### config.mk
export PLATFORM = sky130hd
export DESIGN_NAME = sa_col_drain_flat
export DESIGN_NICKNAME = d
export VERILOG_FILES = /design/src/rtl/sa_pkg.sv /design/src/rtl/sa_col_drain_if.sv /design/src/rtl/sa_requant.sv /design/src/rtl/sa_col_drain.sv /design/src/flat_wrapper.sv
export SDC_FILE = /design/constraint.sdc
export NUM_CORES = 1
export LEC_CHECK = 0
export CAP_MARGIN = 20
export CORE_MARGIN = 2
export CORE_UTILIZATION = 54
export CTS_BUF_LIST = sky130_fd_sc_hd__clkbuf_4 sky130_fd_sc_hd__clkbuf_8 sky130_fd_sc_hd__clkbuf_16
export DETAILED_ROUTE_END_ITERATION = 7
export PLACE_DENSITY = 0.78
export SYNTH_ARGS = -nofsm -noshare
export SYNTH_HDL_FRONTEND = slang
export SYNTH_SLANG_ARGS = --single-unit
### constraint.sdc
create_clock -name CLK -period 6.5 [get_ports CLK]
set_input_delay 1.3 -clock CLK [delete_from_list [all_inputs] [get_ports CLK]]
set_output_delay 1.3 -clock CLK [all_outputs]
set_load 0.01 [all_outputs]
### src/rtl/sa_pkg.sv
// Shared widths and element types for the int8 systolic array column drain.
package sa_pkg;
    localparam int ACC_W = 19;
    localparam int OUT_W = 8;
    localparam int SH_W  = 5;

    typedef logic signed [ACC_W-1:0] acc_t;
    typedef logic signed [OUT_W-1:0] q_t;
endpackage

### src/rtl/sa_col_drain_if.sv
// Output stream from a column drain to the output buffer (valid/ready, row-tagged).
interface sa_col_drain_if import sa_pkg::*; #(
    parameter int N_ROWS = 8
) ();
    localparam int ROW_W = $clog2(N_ROWS);

    logic signed [OUT_W-1:0] out_data;
    logic [ROW_W-1:0]        out_row;
    logic                    out_last;
    logic                    out_valid;
    logic                    out_ready;

    modport master (output out_data, out_row, out_last, out_valid, input out_ready);
    modport slave  (input out_data, out_row, out_last, out_valid, output out_ready);
endinterface

### src/rtl/sa_requant.sv
// Combinational requantizer: rounding arithmetic right shift (half toward +inf), then int8 saturation.
module sa_requant import sa_pkg::*; (
    input  acc_t            acc_in,
    input  logic [SH_W-1:0] shift_cfg,
    output q_t              q_out
);
    localparam logic signed [ACC_W:0] QMAX = (ACC_W+1)'(2**(OUT_W-1) - 1);
    localparam logic signed [ACC_W:0] QMIN = (ACC_W+1)'(-(2**(OUT_W-1)));

    // One guard bit keeps the rounding bias from wrapping at the positive extreme.
    function automatic logic signed [ACC_W:0] round_shift(acc_t v, logic [SH_W-1:0] s);
        logic signed [ACC_W:0] ext;
        logic signed [ACC_W:0] bias;
        ext = {v[ACC_W-1], v};
        if (s == '0) return ext;
        bias = (ACC_W+1)'(1) << (s - 1'b1);
        return (ext + bias) >>> s;
    endfunction

    function automatic q_t saturate(logic signed [ACC_W:0] r);
        if (r > QMAX) return QMAX[OUT_W-1:0];
        if (r < QMIN) return QMIN[OUT_W-1:0];
        return r[OUT_W-1:0];
    endfunction

    assign q_out = saturate(round_shift(acc_in, shift_cfg));
endmodule

### src/rtl/sa_col_drain.sv
// Column drain: captures skewed per-row PE results, requantizes, and streams them out in row order.
module sa_col_drain import sa_pkg::*; #(
    parameter int N_ROWS = 8
) (
    input  logic                    CLK,
    input  logic                    RST,
    input  logic                    EN,
    input  logic [N_ROWS*ACC_W-1:0] c_in,
    input  logic [N_ROWS-1:0]       c_valid_in,
    input  logic [SH_W-1:0]         shift_cfg,
    sa_col_drain_if.master          ob,
    output logic                    busy,
    output logic                    ovf_err,
    input  logic                    clr_err
);
    localparam int ROW_W = $clog2(N_ROWS);
    localparam logic [ROW_W-1:0] LAST_ROW = ROW_W'(N_ROWS - 1);

    acc_t              hold_p0 [N_ROWS];
    logic [N_ROWS-1:0] pend_p0;
    logic [ROW_W-1:0]  ptr;

    logic              out_free;
    logic              hs;
    logic              load;
    logic [N_ROWS-1:0] cap;
    logic [N_ROWS-1:0] ld_row;
    logic [N_ROWS-1:0] ovf_set;
    acc_t              rq_in;
    q_t                rq_out;

    always_comb begin
        out_free = !ob.out_valid || ob.out_ready;
        hs       = ob.out_valid && ob.out_ready;
        load     = EN && out_free && pend_p0[ptr];
        cap      = EN ? c_valid_in : '0;
        ld_row   = '0;
        ovf_set  = '0;
        for (int i = 0; i < N_ROWS; i++) begin
            ld_row[i]  = load && (ptr == ROW_W'(i));
            // A row being handed to the output frees its slot this cycle, so a new result is not an overrun.
            ovf_set[i] = cap[i] && pend_p0[i] && !ld_row[i];
        end
        rq_in = hold_p0[ptr];
        busy  = (|pend_p0) || ob.out_valid;
    end

    sa_requant u_requant (
        .acc_in    (rq_in),
        .shift_cfg (shift_cfg),
        .q_out     (rq_out)
    );

    // Stage p0 -> output register
    always_ff @(posedge CLK) begin
        if (!RST) begin
            pend_p0      <= '0;
            ptr          <= '0;
            ovf_err      <= 1'b0;
            ob.out_data  <= '0;
            ob.out_row   <= '0;
            ob.out_last  <= 1'b0;
            ob.out_valid <= 1'b0;
            for (int i = 0; i < N_ROWS; i++) hold_p0[i] <= '0;
        end else begin
            for (int i = 0; i < N_ROWS; i++) begin
                if (cap[i] && (!pend_p0[i] || ld_row[i])) begin
                    hold_p0[i] <= c_in[i*ACC_W +: ACC_W];
                    pend_p0[i] <= 1'b1;
                end else if (ld_row[i]) begin
                    pend_p0[i] <= 1'b0;
                end
            end

            if (load) begin
                ob.out_data  <= rq_out;
                ob.out_row   <= ptr;
                ob.out_last  <= (ptr == LAST_ROW);
                ob.out_valid <= 1'b1;
                ptr          <= (ptr == LAST_ROW) ? '0 : ptr + ROW_W'(1);
            end else if (hs) begin
                ob.out_valid <= 1'b0;
            end

            if (|ovf_set)     ovf_err <= 1'b1;
            else if (clr_err) ovf_err <= 1'b0;
        end
    end
endmodule

### src/flat_wrapper.sv
// flat-port wrapper written by rule: the top's interface ports become plain ports
module sa_col_drain_flat import sa_pkg::*;
#(
    parameter int N_ROWS = 8
)
  (CLK, RST, EN, c_in, c_valid_in, shift_cfg, busy, ovf_err, clr_err, ob_out_data, ob_out_row, ob_out_last, ob_out_valid, ob_out_ready);
  sa_col_drain_if #(.N_ROWS(N_ROWS)) ob_i ();
  input  logic CLK;
  input  logic RST;
  input  logic EN;
  input  logic [N_ROWS*ACC_W-1:0] c_in;
  input  logic [N_ROWS-1:0] c_valid_in;
  input  logic [SH_W-1:0] shift_cfg;
  output logic busy;
  output logic ovf_err;
  input  logic clr_err;
  output wire logic [$bits(ob_i.out_data)-1:0] ob_out_data;
  output wire logic [$bits(ob_i.out_row)-1:0] ob_out_row;
  output wire logic [$bits(ob_i.out_last)-1:0] ob_out_last;
  output wire logic [$bits(ob_i.out_valid)-1:0] ob_out_valid;
  input wire logic [$bits(ob_i.out_ready)-1:0] ob_out_ready;
  assign ob_out_data = ob_i.out_data;
  assign ob_out_row = ob_i.out_row;
  assign ob_out_last = ob_i.out_last;
  assign ob_out_valid = ob_i.out_valid;
  assign ob_i.out_ready = ob_out_ready;
  sa_col_drain #(.N_ROWS(N_ROWS)) u_core (.CLK(CLK), .RST(RST), .EN(EN), .c_in(c_in), .c_valid_in(c_valid_in), .shift_cfg(shift_cfg), .ob(ob_i), .busy(busy), .ovf_err(ovf_err), .clr_err(clr_err));
endmodule
After elaboration in Yosys (flattened, before gate mapping) --
Memory sizes are Yosys's and may differ from the RTL's. A register that Yosys moved wholly into a read port is not among the register bits. Cells that the tools add are included.
Storage, ports and cells: register bits after elaboration 25, RAM bits 152, output and inout port bits 15, logic and storage cells 183, memories kept 1
Memories:
- u_core.hold_p0 | depth 8, bits a word 19, read ports 1, clocked after memory_dff 1, wr ports 8, RTL line sa_col_drain.sv:19 | acc_t hold_p0 [N_ROWS];
Operators by class: $add $sub $neg 3, order comparisons 3, equal/unequal tests 7, shifts and indexed selects 2, muxes and demuxes 69, bitwise logic cells 8, reductions and logical operators 76
Operators by type and width (count):
- $mux W19 | 8
- $mux W1 | 50
- $mux W20 | 2
- $mux W8 | 5
- $logic_and A1 B1 Y1 | 35
- $add A19 B20 Y20 | 1
- $gt A20 B8 Y1 const B | 1
- $lt A20 B8 Y1 const B | 1
- $reduce_bool A2 Y1 | 10
- $shl A1 B5 Y20 const A | 1
- $sshr A20 B5 Y20 | 1
- $logic_not A1 Y1 | 17
- $reduce_or A8 Y1 | 2
- $eq A3 B3 Y1 const B | 4
- $logic_or A1 B1 Y1 | 10
- $mux W3 | 3
- $or A1 B1 Y1 | 8
- $eq A3 B2 Y1 const B | 2
- $logic_not A5 Y1 | 1
- $sub A5 B1 Y5 const B | 1
- $lt A3 B4 Y1 const B | 1
- $add A3 B1 Y3 const B | 1
- $bmux W1 S3 | 1
- $eq A3 B1 Y1 const B | 1
- $logic_not A3 Y1 | 1

Depth between registers and ports, before layout --
Gate-level depths: netlist of run 1.
depth in word-level cells 11, gate-level depth with buffers 22, mapped depth without buffers 16

By module --
A second synthesis of run 1 with hierarchy kept.
Second synthesis, totals: cell total of the unflattened synthesis 987, area total of the unflattened synthesis 11194.5 sq um
By module, submodules not included:
- sa_col_drain | instances 1, cells an instance 547, area each 8315.5 sq um
- sa_requant | instances 1, cells an instance 440, area each 2879.0 sq um

Worst setup path after synthesis of run 1 --
Ideal clock, no wire load.
path type flip-flop to flip-flop, start register (tool-made name), end register u_core.ob.out_data[2], setup time 119 ps, arrival 5537 ps, data required time 6381 ps, path slack 845 ps, stages on the path, launching flop included 19, cells stage by stage dfxtp_1 > buf_6 > buf_1 > buf_2 > buf_2 > mux4_2 > mux2_2 > ha_1 > and2_1 > a221oi_2 > nand2_1 > o311a_1 > a31oi_2 > a211oi_1 > or4_4 > o32ai_2 > o2111a_2 > a31oi_4 > o221a_1
RTL lines:
- end signal, assigned | RTL line sa_col_drain.sv:76 | ob.out_data <= rq_out;
- end, declared | RTL line sa_col_drain_if.sv:13 | modport master (output out_data, out_row, out_last, out_valid, input out_ready);

Worst setup path after layout of run 1 --
start input shift_cfg[4], end register u_core.ob.out_data[2]
Between the ends: cells in the longest elaborated chain, start to end 10, elaborated cells on any way between the ends 15
RTL lines:
- start, declared | RTL line flat_wrapper.sv:13 | input logic [SH_W-1:0] shift_cfg;
- $sub A5 B1 Y5 | RTL line sa_requant.sv:16 | bias = (ACC_W+1)'(1) << (s - 1'b1);
- $shl A1 B5 Y20 | RTL line sa_requant.sv:16
- $add A19 B20 Y20 | RTL line sa_requant.sv:17 | return (ext + bias) >>> s;
- $sshr A20 B5 Y20 | RTL line sa_requant.sv:17
- $mux W20 (*) | RTL line sa_requant.sv:16
- $lt A20 B8 Y1 | RTL line sa_requant.sv:22 | if (r < QMIN) return QMIN[OUT_W-1:0];
- $mux W1 (2 in series) | RTL line sa_requant.sv:22
- $mux W8 | RTL line sa_requant.sv:23 | return r[OUT_W-1:0];
- $mux W8 (*) | RTL line sa_requant.sv:22
Every way passes the cells marked *; elsewhere a longest branch is shown, timed or not. The select of a mux whose other input is x is not followed. A chain may end at the register's enable or synchronous reset.

==> results_dict.tcl, run 1 <==
set metrics [dict create \
    cts-root-buf "clkbuf_16" \
    vias_per_cell 6.19 \
    irDropWorstVdd_mv 0.169 \
    synth_edf_count 152 \
    layout-area-overhead-vs-synth_pct 28.7 \
    path_clk_slew_ns 0.07 \
    grt_max_degree 68 \
    die_w_um 146 \
    h-tree-depth 4 \
    final_nets 1390 \
    initial_utilization_pct 55.5 \
    finalSetupViolCount 0 \
    grtUsageTotal_pct 32.6 \
    design_area_um2 14000 \
    coreArea_um2 19700 \
    port_buffers 184 \
    yosysUniqueCellTypes 91 \
    fin_crit_ns 5.86 \
    regArea_um2 5130 \
    cts_tree "yes" \
    status "complete, no violations" \
    yosys-top-cells-area "edfxtp_1 42%, and2_1 9.4%, mux4_2 8.0%" \
    dp_hpwl_um 26100 \
    rsz0062_at_grt "no" \
    async_reset_ff_share_pct 0 \
    tightestPinTransition_ns 1.06 \
    rows 51 \
    clock_sink_count 180 \
    clock_skew_ns 0.0125 \
    fill_cells 1394 \
    postCtsSetupRepairBufs 0 \
    antenna_found_initial 2 \
    grt_pass1_wl_um 53000 \
    synth-seq-cells 180 \
    ant_nets 0 \
    critical_path_peak_fanout 12 \
    worstSetupPathType "in2reg" \
    maxCapViolations 0 \
    powerDensity_nw_per_um2 213 \
    drt-initial-drc-count 827 \
    multiInputGateArea_um2 5480 \
    synthTopCellsByCount "164 x and2_1, 152 x edfxtp_1, 98 x nand2_1" \
    dr_total_vias 9125 \
    synthesis.area_um2 10900 \
    clockBufferDepth 2 \
    yosysWarnings 0 \
    final.setup.tns_ns 0 \
    syn-instance-count 969 \
    drive_gt1_share_pct 16.9 \
    grt_pass1_vias 9284 \
    syn_nets 1165 \
    crit_chain "clkdlybuf4s50_1 > clkinv_1 > nand2_1 > nor2_1 > ha_1 > fa_1 > a211oi_1 > o21ai_2 > a31oi_2 > o21bai_1 > xor2_1 > mux2i_1 > mux4_2 > o211ai_1 > and4_1 > a32o_2 > o221a_1" \
    cts_hold_buf 0 \
    drv_slew 0 \
    yosysSeqAreaShare_pct 47.0 \
    overflow 0 \
    end_kind "flip-flop" \
    p_leak_nw 5.43 \
    startpoint "shift_cfg[4]" \
    pin_count 185 \
    synth_flop_cell "edfxtp_1" \
    wirelength_um 34400 \
    min_from "u_core.ob.out_data[7]$_SDFFE_PN0P_" \
    hold_viol_final 0 \
    max_stage_delay_ns 0.70 \
    die_y_um 146 \
    place_area_um2 13500 \
    yosysTopAreaCell "edfxtp_1" \
    worstSkewPairLatency_ns 0.43 \
    post_cts_resize_count 0 \
    crit_arrival_ns 6.24 \
    cp.required_ns 6.87 \
    finalWeightedCongestion 0.972 \
    syn-mean-instance-area_um2 11.3 \
    synthMostInstantiatedCell "and2_1" \
    startpoint_type "primary input" \
    die-area_um2 21400 \
    synth_top_area_share_pct 41.8 \
    firstDrtPassIters 5 \
    relSlewSlack_pct 29.2 \
    drt-wirelength-per-cell_um 23.3 \
    drc 0 \
    critPathSlowestCell "clkdlybuf4s50_1" \
    cts_inserted_buffers 17 \
    max_freq_mhz 171 \
    hold_path.class "reg2reg" \
    finalCritPeriodShare_pct 90.2 \
]
## report_power, final
part | leakage (nW) | total [W] | internal (W) | switching, W
Sequential | 1.84 | 0.00136 | 0.00133 | 0.0000275
Combinational | 3.31 | 0.000620 | 0.000305 | 0.000315
Clock | 0.285 | 0.00101 | 0.000521 | 0.000484
Total | 5.43 | 0.00299 | 0.00216 | 0.000827
## cell type report
class                   instances  area share (%)
clock inverters                14            1.02
flip-flops and latches        180            36.5
repair buffers                266            17.6
diodes                          1          0.0178
inverters                      15           0.401
multi-input cells             714            39.0
clock buffers                  18            3.13
well taps                     265            2.36
## routing by layer
| metal | global-route usage [%] | wire length (um) | part of all wire [%] | vias up |
|---|---|---|---|---|
| li1 | - | - | - | 4114 |
| met1 | 40.8 | 13100 | 38 | 4400 |
| met2 | 55.0 | 16800 | 49 | 501 |
| met3 | 4.91 | 2380 | 6.9 | 108 |
| met4 | 17.6 | 1970 | 5.7 | 2 |
| met5 | 0 | 13 | 0.038 | - |
## cells in the final DEF, fill, tap and decap left out, types with 25 or more instances in the layout
master / n
buf_4: 81
and2_1: 164
clkdlybuf4s50_1: 183
a21oi_1: 46
mux4_2: 39
dfxtp_1: 26
ha_1: 25
edfxtp_1: 152
nand2_1: 98
nor2_1: 56
## path summary, 6_finish.rpt
check,endpoint,slack (ns),depth (start not counted)
max,u_core.ob.out_data[2]$_SDFFE_PN0P_,0.64,17
min,u_core.ob.out_data[7]$_SDFFE_PN0P_,0.48,2
max reg2reg,u_core.ob.out_data[2]$_SDFFE_PN0P_,1.00,16
min reg2reg,u_core.ob.out_data[7]$_SDFFE_PN0P_,0.48,2
## state kept, by name, indices dropped and copies added, names as in the netlist, named ones only
| signal | cells |
|---|---|
| u_core.hold_p0 | 152 |
| u_core.ob.out_data | 8 |
| u_core.ob.out_last | 1 |
| u_core.ob.out_row | 3 |
| u_core.ob.out_valid | 1 |
| u_core.ovf_err | 1 |
| u_core.pend_p0 | 8 |
| u_core.ptr | 3 |
## critical path, delay by kind of cell
| kind | cells | cell delay [ns] |
|---|---|---|
| adder cells (fa/ha/maj) | 2 | 0.67 |
| buffers and inverters | 2 | 0.98 |
| AO/OA/AOI/OAI | 7 | 1.63 |
| XOR/XNOR | 1 | 0.39 |
| AND/OR/NAND/NOR | 3 | 0.53 |
| multiplexers | 2 | 0.73 |
## metrics by stage
stage	worst slack [ns]	cells	hold slack, ns	utilization [%]	power, W
floorplan	0.845	969	0.459	-	0.00170
global placement	0.369	1440	0.454	68.5	0.00199
detailed placement	0.279	1440	0.470	68.5	0.00199
CTS	0.719	1472	0.483	71.4	0.00298
global route	0.288	1473	0.506	71.4	0.00308
finish	0.637	1473	0.476	71.4	0.00299
## kinds of logic (layout without fill, tap and decap cells)
kind of cell / after synthesis / after routing / share of synthesized area [%]
adder cells (fa/ha/maj): 26 / 26 / 3.05
AO/OA/AOI/OAI: 195 / 195 / 13.5
multiplexers: 81 / 81 / 13.1
AND/OR/NAND/NOR: 398 / 398 / 19.3
flip-flops: 180 / 180 / 47.0
buffers and inverters: 75 / 313 / 2.91
XOR/XNOR: 14 / 14 / 1.12
other: 0 / 1 / 0
No activity file was read; power rests on OpenSTA's default activity.
==> inputs of run 2 (changes only) <==
- TNS_END_PERCENT: unset -> 5
==> results of run 2 <==
No change in the layout: final DEF, timing and power equal those of run 1.
